===== src/rtl/pc_unit_if.sv =====
// Fetch-stage PC unit bus: control requests and targets in, fetch address and RAS status out.
interface pc_unit_if #(
  parameter int WIDTH = 32
);
  logic             stall;
  logic             exception;
  logic             branch_taken;
  logic [WIDTH-1:0] branch_target;
  logic             jump;
  logic             call;
  logic             ret;
  logic [WIDTH-1:0] jump_target;
  logic [WIDTH-1:0] link_addr;
  logic [WIDTH-1:0] ret_fallback;
  logic [WIDTH-1:0] pc;
  logic [WIDTH-1:0] pc_next_seq;
  logic             valid;
  logic             flush;
  logic             ras_empty;
  logic             ras_full;

  modport master (
    output stall, exception, branch_taken, branch_target, jump, call, ret,
           jump_target, link_addr, ret_fallback,
    input  pc, pc_next_seq, valid, flush, ras_empty, ras_full
  );

  modport slave (
    input  stall, exception, branch_taken, branch_target, jump, call, ret,
           jump_target, link_addr, ret_fallback,
    output pc, pc_next_seq, valid, flush, ras_empty, ras_full
  );
endinterface


===== src/rtl/pc_unit.sv =====
// Program-counter unit: fixed-priority next-PC select with a circular return-address stack.
//
// state    | meaning
// ST_RESET | reset asserted or just released; pc = reset vector, valid = 0
// ST_BOOT  | single cycle after release; inputs ignored, pc held
// ST_RUN   | normal fetch; next-PC priority and RAS updates active
module pc_unit #(
  parameter int          WIDTH        = 32,
  parameter logic [31:0] RESET_VECTOR = 32'h0000_0000,
  parameter logic [31:0] EXC_VECTOR   = 32'h0000_0180,
  parameter int          INC          = 4,
  parameter int          RAS_DEPTH    = 4
) (
  input logic      clk,
  input logic      reset,
  pc_unit_if.slave bus
);
  localparam int PW = $clog2(RAS_DEPTH);
  localparam int CW = PW + 1;
  localparam logic [WIDTH-1:0] ALIGN    = ~WIDTH'(3);
  localparam logic [WIDTH-1:0] RST_PC   = WIDTH'(RESET_VECTOR) & ALIGN;
  localparam logic [WIDTH-1:0] EXC_PC   = WIDTH'(EXC_VECTOR) & ALIGN;
  localparam logic [CW-1:0]    FULL_CNT = CW'(RAS_DEPTH);

  typedef enum logic [1:0] {ST_RESET, ST_BOOT, ST_RUN} state_t;
  typedef enum logic [1:0] {RAS_NONE, RAS_PUSH, RAS_POP, RAS_SWAP} ras_op_t;

  state_t           state_q, state_d;
  ras_op_t          ras_op;
  logic [WIDTH-1:0] pc_q, pc_d;
  logic             valid_q;
  logic             flush_c;
  logic [PW-1:0]    ptr_q;
  logic [PW-1:0]    top_idx;
  logic [CW-1:0]    cnt_q;
  logic [WIDTH-1:0] ras_mem [RAS_DEPTH];
  logic             empty_c;
  logic             full_c;

  // ptr_q is the next free slot; once full it also points at the oldest entry
  assign top_idx = ptr_q - PW'(1);
  assign empty_c = (cnt_q == '0);
  assign full_c  = (cnt_q == FULL_CNT);

  always_comb begin
    state_d = state_q;
    pc_d    = pc_q;
    flush_c = 1'b0;
    ras_op  = RAS_NONE;
    case (state_q)
      ST_RESET: state_d = ST_BOOT;
      ST_BOOT:  state_d = ST_RUN;
      default: begin
        if (bus.exception) begin
          pc_d    = EXC_PC;
          flush_c = 1'b1;
        end else if (bus.branch_taken) begin
          pc_d    = bus.branch_target & ALIGN;
          flush_c = 1'b1;
        end else if (bus.stall) begin
          pc_d = pc_q;
        end else if (bus.ret) begin
          flush_c = 1'b1;
          pc_d    = (empty_c ? bus.ret_fallback : ras_mem[top_idx]) & ALIGN;
          if (bus.call)      ras_op = RAS_SWAP;
          else if (!empty_c) ras_op = RAS_POP;
        end else if (bus.call) begin
          flush_c = 1'b1;
          pc_d    = bus.jump_target & ALIGN;
          ras_op  = RAS_PUSH;
        end else if (bus.jump) begin
          flush_c = 1'b1;
          pc_d    = bus.jump_target & ALIGN;
        end else begin
          pc_d = pc_q + WIDTH'(INC);
        end
      end
    endcase
  end

  always_ff @(posedge clk or posedge reset) begin
    if (reset) begin
      state_q <= ST_RESET;
      pc_q    <= RST_PC;
      valid_q <= 1'b0;
      ptr_q   <= '0;
      cnt_q   <= '0;
      for (int i = 0; i < RAS_DEPTH; i++) ras_mem[i] <= '0;
    end else begin
      state_q <= state_d;
      pc_q    <= pc_d;
      valid_q <= (state_d == ST_RUN);
      case (ras_op)
        RAS_PUSH: begin
          ras_mem[ptr_q] <= bus.link_addr;
          ptr_q          <= ptr_q + PW'(1);
          if (!full_c) cnt_q <= cnt_q + CW'(1);
        end
        RAS_POP: begin
          ptr_q <= top_idx;
          cnt_q <= cnt_q - CW'(1);
        end
        RAS_SWAP: begin
          ras_mem[top_idx] <= bus.link_addr;
          if (empty_c) cnt_q <= CW'(1);
        end
        default: ;
      endcase
    end
  end

  assign bus.pc          = pc_q;
  assign bus.pc_next_seq = pc_q + WIDTH'(INC);
  assign bus.valid       = valid_q;
  assign bus.flush       = flush_c;
  assign bus.ras_empty   = empty_c;
  assign bus.ras_full    = full_c;
endmodule


===== src/flat_wrapper.sv =====
// flat-port wrapper written by rule: the top's interface ports become plain ports
module pc_unit_flat 
#(
  parameter int          WIDTH        = 32,
  parameter logic [31:0] RESET_VECTOR = 32'h0000_0000,
  parameter logic [31:0] EXC_VECTOR   = 32'h0000_0180,
  parameter int          INC          = 4,
  parameter int          RAS_DEPTH    = 4
)
  (clk, reset, bus_stall, bus_exception, bus_branch_taken, bus_branch_target, bus_jump, bus_call, bus_ret, bus_jump_target, bus_link_addr, bus_ret_fallback, bus_pc, bus_pc_next_seq, bus_valid, bus_flush, bus_ras_empty, bus_ras_full);
  pc_unit_if #(.WIDTH(WIDTH)) bus_i ();
  input logic clk;
  input logic reset;
  input wire logic [$bits(bus_i.stall)-1:0] bus_stall;
  input wire logic [$bits(bus_i.exception)-1:0] bus_exception;
  input wire logic [$bits(bus_i.branch_taken)-1:0] bus_branch_taken;
  input wire logic [$bits(bus_i.branch_target)-1:0] bus_branch_target;
  input wire logic [$bits(bus_i.jump)-1:0] bus_jump;
  input wire logic [$bits(bus_i.call)-1:0] bus_call;
  input wire logic [$bits(bus_i.ret)-1:0] bus_ret;
  input wire logic [$bits(bus_i.jump_target)-1:0] bus_jump_target;
  input wire logic [$bits(bus_i.link_addr)-1:0] bus_link_addr;
  input wire logic [$bits(bus_i.ret_fallback)-1:0] bus_ret_fallback;
  output wire logic [$bits(bus_i.pc)-1:0] bus_pc;
  output wire logic [$bits(bus_i.pc_next_seq)-1:0] bus_pc_next_seq;
  output wire logic [$bits(bus_i.valid)-1:0] bus_valid;
  output wire logic [$bits(bus_i.flush)-1:0] bus_flush;
  output wire logic [$bits(bus_i.ras_empty)-1:0] bus_ras_empty;
  output wire logic [$bits(bus_i.ras_full)-1:0] bus_ras_full;
  assign bus_i.stall = bus_stall;
  assign bus_i.exception = bus_exception;
  assign bus_i.branch_taken = bus_branch_taken;
  assign bus_i.branch_target = bus_branch_target;
  assign bus_i.jump = bus_jump;
  assign bus_i.call = bus_call;
  assign bus_i.ret = bus_ret;
  assign bus_i.jump_target = bus_jump_target;
  assign bus_i.link_addr = bus_link_addr;
  assign bus_i.ret_fallback = bus_ret_fallback;
  assign bus_pc = bus_i.pc;
  assign bus_pc_next_seq = bus_i.pc_next_seq;
  assign bus_valid = bus_i.valid;
  assign bus_flush = bus_i.flush;
  assign bus_ras_empty = bus_i.ras_empty;
  assign bus_ras_full = bus_i.ras_full;
  pc_unit #(.WIDTH(WIDTH), .RESET_VECTOR(RESET_VECTOR), .EXC_VECTOR(EXC_VECTOR), .INC(INC), .RAS_DEPTH(RAS_DEPTH)) u_core (.clk(clk), .reset(reset), .bus(bus_i));
endmodule

===== config.mk =====
export PLATFORM = sky130hd
export DESIGN_NAME = pc_unit_flat
export DESIGN_NICKNAME = d
export VERILOG_FILES = /design/src/rtl/pc_unit_if.sv /design/src/rtl/pc_unit.sv /design/src/flat_wrapper.sv
export SDC_FILE = /design/constraint.sdc
export NUM_CORES = 1
export LEC_CHECK = 0
export CAP_MARGIN = 20
export CORE_ASPECT_RATIO = 0.7
export CORE_MARGIN = 2
export CORE_UTILIZATION = 40
export CTS_BUF_LIST = sky130_fd_sc_hd__clkbuf_16
export DETAILED_ROUTE_END_ITERATION = 7
export DONT_BUFFER_PORTS = 1
export HOLD_SLACK_MARGIN = 0.03
export SLEW_MARGIN = 0
export SYNTH_ARGS = -nofsm -noshare
export SYNTH_HDL_FRONTEND = slang
export SYNTH_SLANG_ARGS = --single-unit

===== constraint.sdc =====
create_clock -name clk -period 13.3 [get_ports clk]
set_input_delay 1.33 -clock clk [delete_from_list [all_inputs] [get_ports clk]]
set_output_delay 1.33 -clock clk [all_outputs]
set_load 0.05 [all_outputs]

==> flow_metrics.tcl, run 1 <==
set metrics [dict create \
    portBuffers 0 \
    placed_cell_area_sq_um 9380 \
    drt_first_pass_iters 5 \
    core_region_area_sq_um 22500 \
    ctsResizeCount 0 \
    row_count 46 \
    htree_levels 4 \
    antenna_found_initial 1 \
    cts_max_path_buffers 2 \
    ant_nets 0 \
    critPathLaunch "u_core.bus.pc[6]" \
    fmax_mhz 199 \
    grt_max_degree 72 \
    r2r_end "u_core.ras_mem[15]" \
    synthXorXnorAreaFrac_pct 2.59 \
    syn_area_per_cell_sq_um 11.1 \
    cp.required_ns 11.97 \
    wl_per_cell_um 23.8 \
    final_hold_viol_count 0 \
    start_kind "register" \
    clkLatencyLatePin_ns 0.43 \
    fin_area_sq_um 9960 \
    die_width_um 184 \
    setup_viol 0 \
    final_max_slew_viol_count 0 \
    cts_setup_buffers 0 \
    arrival_ns 3.68 \
    final_nets 956 \
    cellPowerDensity_nw_per_um2 213 \
    clock-sinks 158 \
    muxShareOfSynthArea_pct 24.6 \
    regArea_sq_um 3950 \
    r2r_start "u_core.state_q[0]" \
    synthSimpleGateAreaFrac_pct 12.8 \
    multi_input_area_sq_um 4810 \
    finalCriticalPeriod_ns 5.01 \
    power_mw 2.12 \
    ir_drop_uv 105 \
    setup.worst_path.end "bus_pc_next_seq[31]" \
    cts_hold_buf 0 \
    power.leakage_nw 4.39 \
    ys_top_cells_by_count "158 x dfrtp_1, 131 x mux2_2, 92 x nand2_1" \
    synth-compound-area-share_pct 10.3 \
    end_kind "primary output" \
    ys_warn_count 0 \
    netlist-cell-type-count 77 \
    die_area_sq_um 24000 \
    yosysSeqAreaShare_pct 43.4 \
    wl_um 26900 \
    clkTransAtPathRegs_ns 0.07 \
    rsz0062_at_grt "false" \
    period_share_pct 37.7 \
    synth_edf_count 0 \
    antenna_cells 0 \
    grt_pass1_wl_um 39800 \
    cts_buffers 17 \
    slew_headroom_pct 20.7 \
    syn_area_sq_um 9120 \
    r2r_setup_slack_ns 9.15 \
    grt_overflow 0 \
    place_congestion 0.890 \
    yosysTopAreaCellShare_pct 43.4 \
    synthArstFlopShare_pct 100 \
    via_count 6745 \
    synth_top_family_by_area "multiplexers" \
    yosysMostFrequentCell "dfrtp_1" \
    clockRootBuffer "clkbuf_16" \
    netlist_instances 822 \
    synth_area_leaders "dfrtp_1 43%, mux2_2 16%, mux4_2 7.4%" \
    drt-vias-per-instance 5.97 \
    tightestPinTransition_ns 1.18 \
    ys.flop_type "dfrtp_1" \
    grt_pass1_vias 6489 \
    drcViolationCount 0 \
    cts_tree "done" \
    die_h_um 130 \
    crit_type "reg -> out" \
    drive_gt1_share_pct 29.1 \
    synth_fa_ha_area_share_pct 2.14 \
    syn2layout_area_growth_pct 9.28 \
    status "completed" \
    track_usage_pct 22.4 \
    r2r_cells 11 \
    synth_top_cell_by_area "dfrtp_1" \
    ios 204 \
    tns_ns 0 \
    fin_worst_skew_ns 0.00662 \
    path_max_fanout 10 \
    hold_path_class "reg -> reg" \
    ys_ff_latch 158 \
    drt_iter0_drc 594 \
    maxCapViolCount 0 \
    dp_hpwl_um 19500 \
    start_util_pct 40.5 \
    num-fill-cells 2135 \
]
==> logic make-up after synthesis <==
family | count (synthesis)
AOI/OAI and AO/OA | 136
muxes | 170
buffers and inverters | 82
adders and majority gates | 15
xor gates and xnor gates | 27
and+or+nand+nor | 233
DFF | 158
other | 1
==> stage by stage <==
| step | utilization (%) | instances | hold slack, ns | setup WS [ns] |
|---|---|---|---|---|
| floorplan | - | 825 | 0.474 | 7.71 |
| global placement | 41.7 | 1096 | 0.483 | 8.62 |
| detailed placement | 41.7 | 1096 | 0.488 | 8.54 |
| CTS | 44.2 | 1128 | 0.504 | 8.33 |
| global route | 44.3 | 1130 | 0.517 | 8.12 |
| finish | 44.3 | 1130 | 0.502 | 8.29 |
==> worst max-delay path: stages, from the launching register on <==
cell and delay [ns]:
dfrtp_1 0.79, nand4_2 0.42, nor2_1 0.72, nand4_1 0.38
xnor2_1 0.95
==> cell usage in the layout, fill, tap and decap left out, types with 5 or more instances in the layout <==
cell type  count
o211ai_1       5
mux2i_1        8
clkbuf_16     17
nand2_1       92
nand4_1       14
and4_1         6
xor2_1         9
nand2b_1       7
and3_1         6
dfrtp_1      158
inv_1         21
mux2_2       131
xnor2_1       18
or3_1          7
buf_4         18
nand3_1       35
inv_6          8
nor2_1        33
o21ai_0       32
o31ai_1        6
ha_1          13
mux4_2        30
a21oi_1       32
==> routing by layer <==
metal  GRT usage [%]  vias up  wire length [um]  share of wire [%]
li1                -     2992                 -                  -
met1            31.1     3416             11900                 44
met2            33.0      305             11800                 44
met3            8.46       30              2810                 10
met4            5.60        2               402                1.5
met5               0        -                19              0.071
==> worst min-delay path by stage <==
stage                              from                   to  slack, ns  cells after the start
floorplan            u_core.ras_mem[34]   u_core.ras_mem[34]       0.47                      1
global placement    u_core.ras_mem[100]  u_core.ras_mem[100]       0.48                      1
detailed placement   u_core.ras_mem[51]   u_core.ras_mem[51]       0.49                      1
CTS                  u_core.ras_mem[51]   u_core.ras_mem[51]       0.50                      1
global route        u_core.ras_mem[109]  u_core.ras_mem[109]       0.52                      1
finish              u_core.ras_mem[125]  u_core.ras_mem[125]       0.50                      1
==> where the power goes <==
part           switching (mW)  internal [mW]
Combinational           0.409          0.409
Clock                   0.224          0.265
Sequential              0.153          0.657
Total                   0.786           1.33
==> registers in the layout, summed over array words and instances, names as in the netlist <==
| register | flops |
|---|---|
| u_core.bus.pc | 30 |
| u_core.bus.valid | 1 |
| u_core.cnt_q | 3 |
| u_core.ptr_q | 2 |
| u_core.ras_mem | 120 |
| u_core.state_q | 2 |
==> final cells by class <==
| cell class | instances | share of cell area (%) |
|---|---|---|
| Inverter | 23 | 0.917 |
| Multi-Input combinational cell | 585 | 48.3 |
| Tap cell | 312 | 3.92 |
| Clock buffer | 17 | 4.27 |
| Clock inverter | 15 | 1.52 |
| Sequential cell | 158 | 39.7 |
| Timing Repair Buffer | 20 | 1.43 |
(Power assumes the default switching activity.)
==> run 2, diff against run 1 <==
Clock period 13.3 ns to 4.1 ns, I/O delays scaled along.
==> run 2 against run 1 <==
  * Largest cell class unchanged
  * Global-route usage grew 0.92 points
  * Highest routed layer unchanged
  * Clock-buffer cell count is the same
  * Final cell count grew 1.9%
==> flow_metrics.tcl, run 2 (synthesis gave the netlist of run 1 again) <==
set metrics [dict create \
    drcViolationCount 0 \
    use_met2_pct 33.9 \
    rsz0062_at_grt "false" \
    ios 204 \
    portBuffers 0 \
    clkLatencyLatePin_ns 0.43 \
    fin_cells 1151 \
    tns_ns 0 \
    cts_buffers 17 \
    grt_pass1_vias 6719 \
    path_max_fanout 14 \
    die_h_um 130 \
    whs_ns 0.0727 \
    power.leakage_nw 4.55 \
    ir_drop_uv 338 \
    clockRootBuffer "clkbuf_16" \
    via_count 6784 \
    multi_input_area_sq_um 4810 \
    grt_max_degree 159 \
    status "completed" \
    final_nets 978 \
    die_width_um 184 \
    drt_iter0_drc 544 \
    utilization_pct 45.4 \
    antenna_found_initial 1 \
    grt_overflow 0 \
    cts_hold_buf 0 \
    tightestPinTransition_ns 1.20 \
    cts_tree "done" \
    start_util_pct 40.5 \
    top_register "u_core.ras_mem" \
    finalCriticalPeriod_ns 3.62 \
    regArea_sq_um 3950 \
    num-fill-cells 2113 \
    hold_path_class "in -> async" \
    drt-vias-per-instance 5.89 \
    end_kind "primary output" \
    grtUsageMet3_pct 9.43 \
    wl_per_cell_um 23.7 \
    maxCapViolCount 0 \
    start_kind "register" \
    dp_hpwl_um 19700 \
    cts_setup_buffers 0 \
    period_share_pct 88.2 \
    r2r_start "u_core.state_q[0]" \
    ctsResizeCount 0 \
    clkTransAtPathRegs_ns 0.06 \
    die_area_sq_um 24000 \
    row_count 46 \
    htree_levels 4 \
    fin_worst_skew_ns 0.00731 \
    drt_first_pass_iters 7 \
    setup_viol 0 \
    critPathLaunch "u_core.bus.pc[11]" \
    ant_nets 0 \
    syn2layout_area_growth_pct 12.0 \
    arrival_ns 3.21 \
    grtUsageMet1_pct 32.2 \
    cellPowerDensity_nw_per_um2 689 \
    mostFrequentLayoutCells "158 x dfrtp_1, 131 x mux2_2, 92 x nand2_1" \
    largest_reg_flops 120 \
    slew_headroom_pct 19.2 \
    drive_gt1_share_pct 31.0 \
    grt_pass1_wl_um 41200 \
    fmax_mhz 277 \
    clock-sinks 158 \
    place_congestion 0.836 \
    crit_type "reg -> out" \
    final_hold_viol_count 0 \
    antenna_cells 0 \
    dpl.cell_count 1120 \
    wl_um 27200 \
    final_max_slew_viol_count 0 \
    cp.required_ns 3.69 \
    core_region_area_sq_um 22500 \
    busiest_layer "met2" \
    cts_max_path_buffers 2 \
    track_usage_pct 23.3 \
    layout_commonest_cell "dfrtp_1" \
]
[run 2: final timing paths]
kind	endpoint	slack, ns	cells after the start
worst max-delay path	bus_pc_next_seq[30]	0.48	4
worst min-delay path	u_core.ras_mem[104]	0.07	2
worst max register to register	u_core.ras_mem[53]	0.63	11
worst min register to register	u_core.ras_mem[49]	0.50	1
max in group asynchronous	u_core.bus.pc[29]	3.35	2
min in group clk	u_core.bus.pc[9]	0.11	1
[run 2: area by class of cell]
cell class,count,area share [%]
multi-input cells,585,47.1
flip-flops and latches,158,38.7
clock buffers,17,4.17
well taps,312,3.82
repair buffers,42,3.58
clock inverters,14,1.74
inverters,23,0.882
[run 2: where the power goes]
part           leakage (nW)  internal, mW  switching [mW]
clock                 0.301         0.969           0.699
combinational          2.22          1.37            1.38
sequential             2.02          2.13           0.470
[run 2: stage by stage]
step / power, mW / cell area, sq um / worst slack [ns]
after detailed placement: 5.42 / 9610 / 0.661
after global placement: 5.36 / 9610 / 0.716
final: 7.03 / 10200 / 0.484
after global routing: 7.45 / 10200 / 0.377
after CTS: 7.10 / 10200 / 0.532
after floorplan: 4.74 / 9130 / 0.923
[run 2: critical path: stages, from the launching register on]
cell,delay [ns]
dfrtp_1,0.84
nand4_2,0.31
nor4_4,0.73
and4_1,0.35
xnor2_1,0.53
[run 2: layer usage]
| layer | part of all wire [%] | wire length [um] | up-vias |
|---|---|---|---|
| met3 | 11 | 2950 | 30 |
| met4 | 1.6 | 440 | 2 |
| met2 | 44 | 11900 | 286 |
| li1 | - | - | 3042 |
| met5 | 0.051 | 14 | - |
| met1 | 44 | 11900 | 3424 |
==> run 3, diff against run 2 <==
Clock period 4.1 ns to 4.3 ns, I/O delays scaled along.
==> run 3 against run 2 <==
  * Hold slack gained 0.027 ns
  * First-iteration DRC count shrank 8.6%
  * Register-to-register slack gained 0.32 ns
  * Via count shrank 0.43%
  * Final area shrank 0.42%
  * Setup slack gained 0.23 ns
  * Non-clock buffer count shrank 5
  * Clock power shrank 8%
  * Routed wire length shrank 0.67%
  * Final cell count shrank 0.26%
  * Combinational power shrank 6%
  * Largest cell class unchanged
  * Largest power group unchanged
==> flow_metrics.tcl, run 3 (synthesis gave the netlist of run 1 again) <==
set metrics [dict create \
    track_usage_pct 22.6 \
    cellPowerDensity_nw_per_um2 652 \
    cts_setup_buffers 0 \
    rsz0062_at_grt "false" \
    grt_pass1_wl_um 39900 \
    arrival_ns 3.15 \
    cts_max_path_buffers 2 \
    fin_worst_skew_ns 0.00873 \
    htree_levels 4 \
    core_region_area_sq_um 22500 \
    top_register "u_core.ras_mem" \
    syn2layout_area_growth_pct 11.5 \
    layout_commonest_cell "dfrtp_1" \
    grt_max_degree 159 \
    final_hold_viol_count 0 \
    cts_hold_buf 0 \
    dpl.cell_count 1114 \
    placed_cell_area_sq_um 9570 \
    die_h_um 130 \
    period_share_pct 83.4 \
    die_area_sq_um 24000 \
    slew_headroom_pct 19.7 \
    regArea_sq_um 3950 \
    grt_pass1_vias 6362 \
    power.leakage_nw 4.51 \
    fin_ws_ns 0.716 \
    tns_ns 0 \
    start_util_pct 40.5 \
    final_max_slew_viol_count 0 \
    drt-vias-per-instance 5.88 \
    drive_gt1_share_pct 30.3 \
    whs_ns 0.0995 \
    ios 204 \
    fmax_mhz 279 \
    grt_overflow 0 \
    place_congestion 0.832 \
    status "completed" \
    portBuffers 0 \
    r2r_end "u_core.ras_mem[7]" \
    drt_iter0_drc 497 \
    wl_um 27100 \
    clockRootBuffer "clkbuf_16" \
    drcViolationCount 0 \
    antenna_found_initial 0 \
    via_count 6755 \
    start_kind "register" \
    final_nets 973 \
    path_max_fanout 14 \
    end_kind "primary output" \
    cts_buffers 17 \
    finalCriticalPeriod_ns 3.58 \
    cp.required_ns 3.87 \
    setup_viol 0 \
    ctsResizeCount 0 \
    mostFrequentLayoutCells "158 x dfrtp_1, 131 x mux2_2, 92 x nand2_1" \
    fin_area_sq_um 10200 \
    num-fill-cells 2112 \
    pre_cts_ws_ns 0.975 \
    ant_nets 0 \
    drt_first_pass_iters 5 \
    cts_tree "done" \
    multi_input_area_sq_um 4810 \
    fin_cells 1148 \
    wl_per_cell_um 23.6 \
    hold_path_class "in -> async" \
    tightestPinTransition_ns 1.20 \
    clkLatencyLatePin_ns 0.43 \
    r2r_setup_slack_ns 0.95 \
    ir_drop_uv 373 \
    r2r_start "u_core.state_q[0]" \
    clock-sinks 158 \
    r2r_cells 12 \
    largest_reg_flops 120 \
    clkTransAtPathRegs_ns 0.07 \
    die_width_um 184 \
    maxCapViolCount 0 \
    dp_hpwl_um 19200 \
    row_count 46 \
    crit_type "reg -> out" \
]
[run 3: cell count changes in the layout (fill, tap and decap cells not counted)]
cell        previous run  this run
inv_6                  6         4
clkinv_2               3         1
clkinvlp_4             1         2
buf_12                 4         5
clkinv_4               1         4
bufinv_16              3         2
clkbuf_1               0         1
clkinv_1               1         2
diode_2                0         1
inv_1                 21        22
buf_4                 38        31
[run 3: routing by layer]
layer / vias up / GRT usage (%) / part of all wire [%]
met5: - / 0 / 0
li1: 3033 / - / -
met1: 3404 / 32.0 / 45
met2: 301 / 33.0 / 43
met3: 17 / 8.90 / 11
met4: 0 / 4.61 / 0.63
[run 3: power by group]
| group | internal (mW) | switching (mW) | total, mW |
|---|---|---|---|
| clock network | 0.865 | 0.675 | 1.54 |
| registers | 2.03 | 0.456 | 2.49 |
| logic | 1.30 | 1.29 | 2.60 |
| total | 4.20 | 2.42 | 6.63 |
[run 3: final cells by class]
class | count | share of cell area [%]
clock inverters | 15 | 1.59
clock buffers | 17 | 4.18
inverters | 23 | 0.886
diodes | 1 | 0.0246
flip-flops and latches | 158 | 38.9
multi-input cells | 585 | 47.3
well taps | 312 | 3.84
repair buffers | 37 | 3.31
[run 3: critical path, cell delays in order (launching register included)]
cell and delay [ns]:
dfrtp_1 0.84, nand4_2 0.29, nor4_4 0.70, and4_1 0.35
xnor2_1 0.53
[run 3: metrics by stage]
step           power, mW  utilization (%)
2_1_floorplan       4.52                -
3_3_place_gp        5.10             42.5
3_5_place_dp        5.14             42.5
4_1_cts             6.69             45.1
5_1_grt             7.02             45.2
6_report            6.63             45.2
[run 3: worst max-delay path by stage]
stage	slack [ns]	start	to	cells after the start
after floorplan	1.12	bus_ret	u_core.ras_mem[100]	11
after global placement	0.99	u_core.state_q[0]	u_core.ras_mem[109]	12
after detailed placement	0.98	u_core.state_q[0]	u_core.ras_mem[72]	12
after CTS	0.71	u_core.bus.pc[11]	bus_pc_next_seq[28]	4
after global routing	0.56	u_core.bus.pc[11]	bus_pc_next_seq[28]	4
final	0.72	u_core.bus.pc[11]	bus_pc_next_seq[30]	4
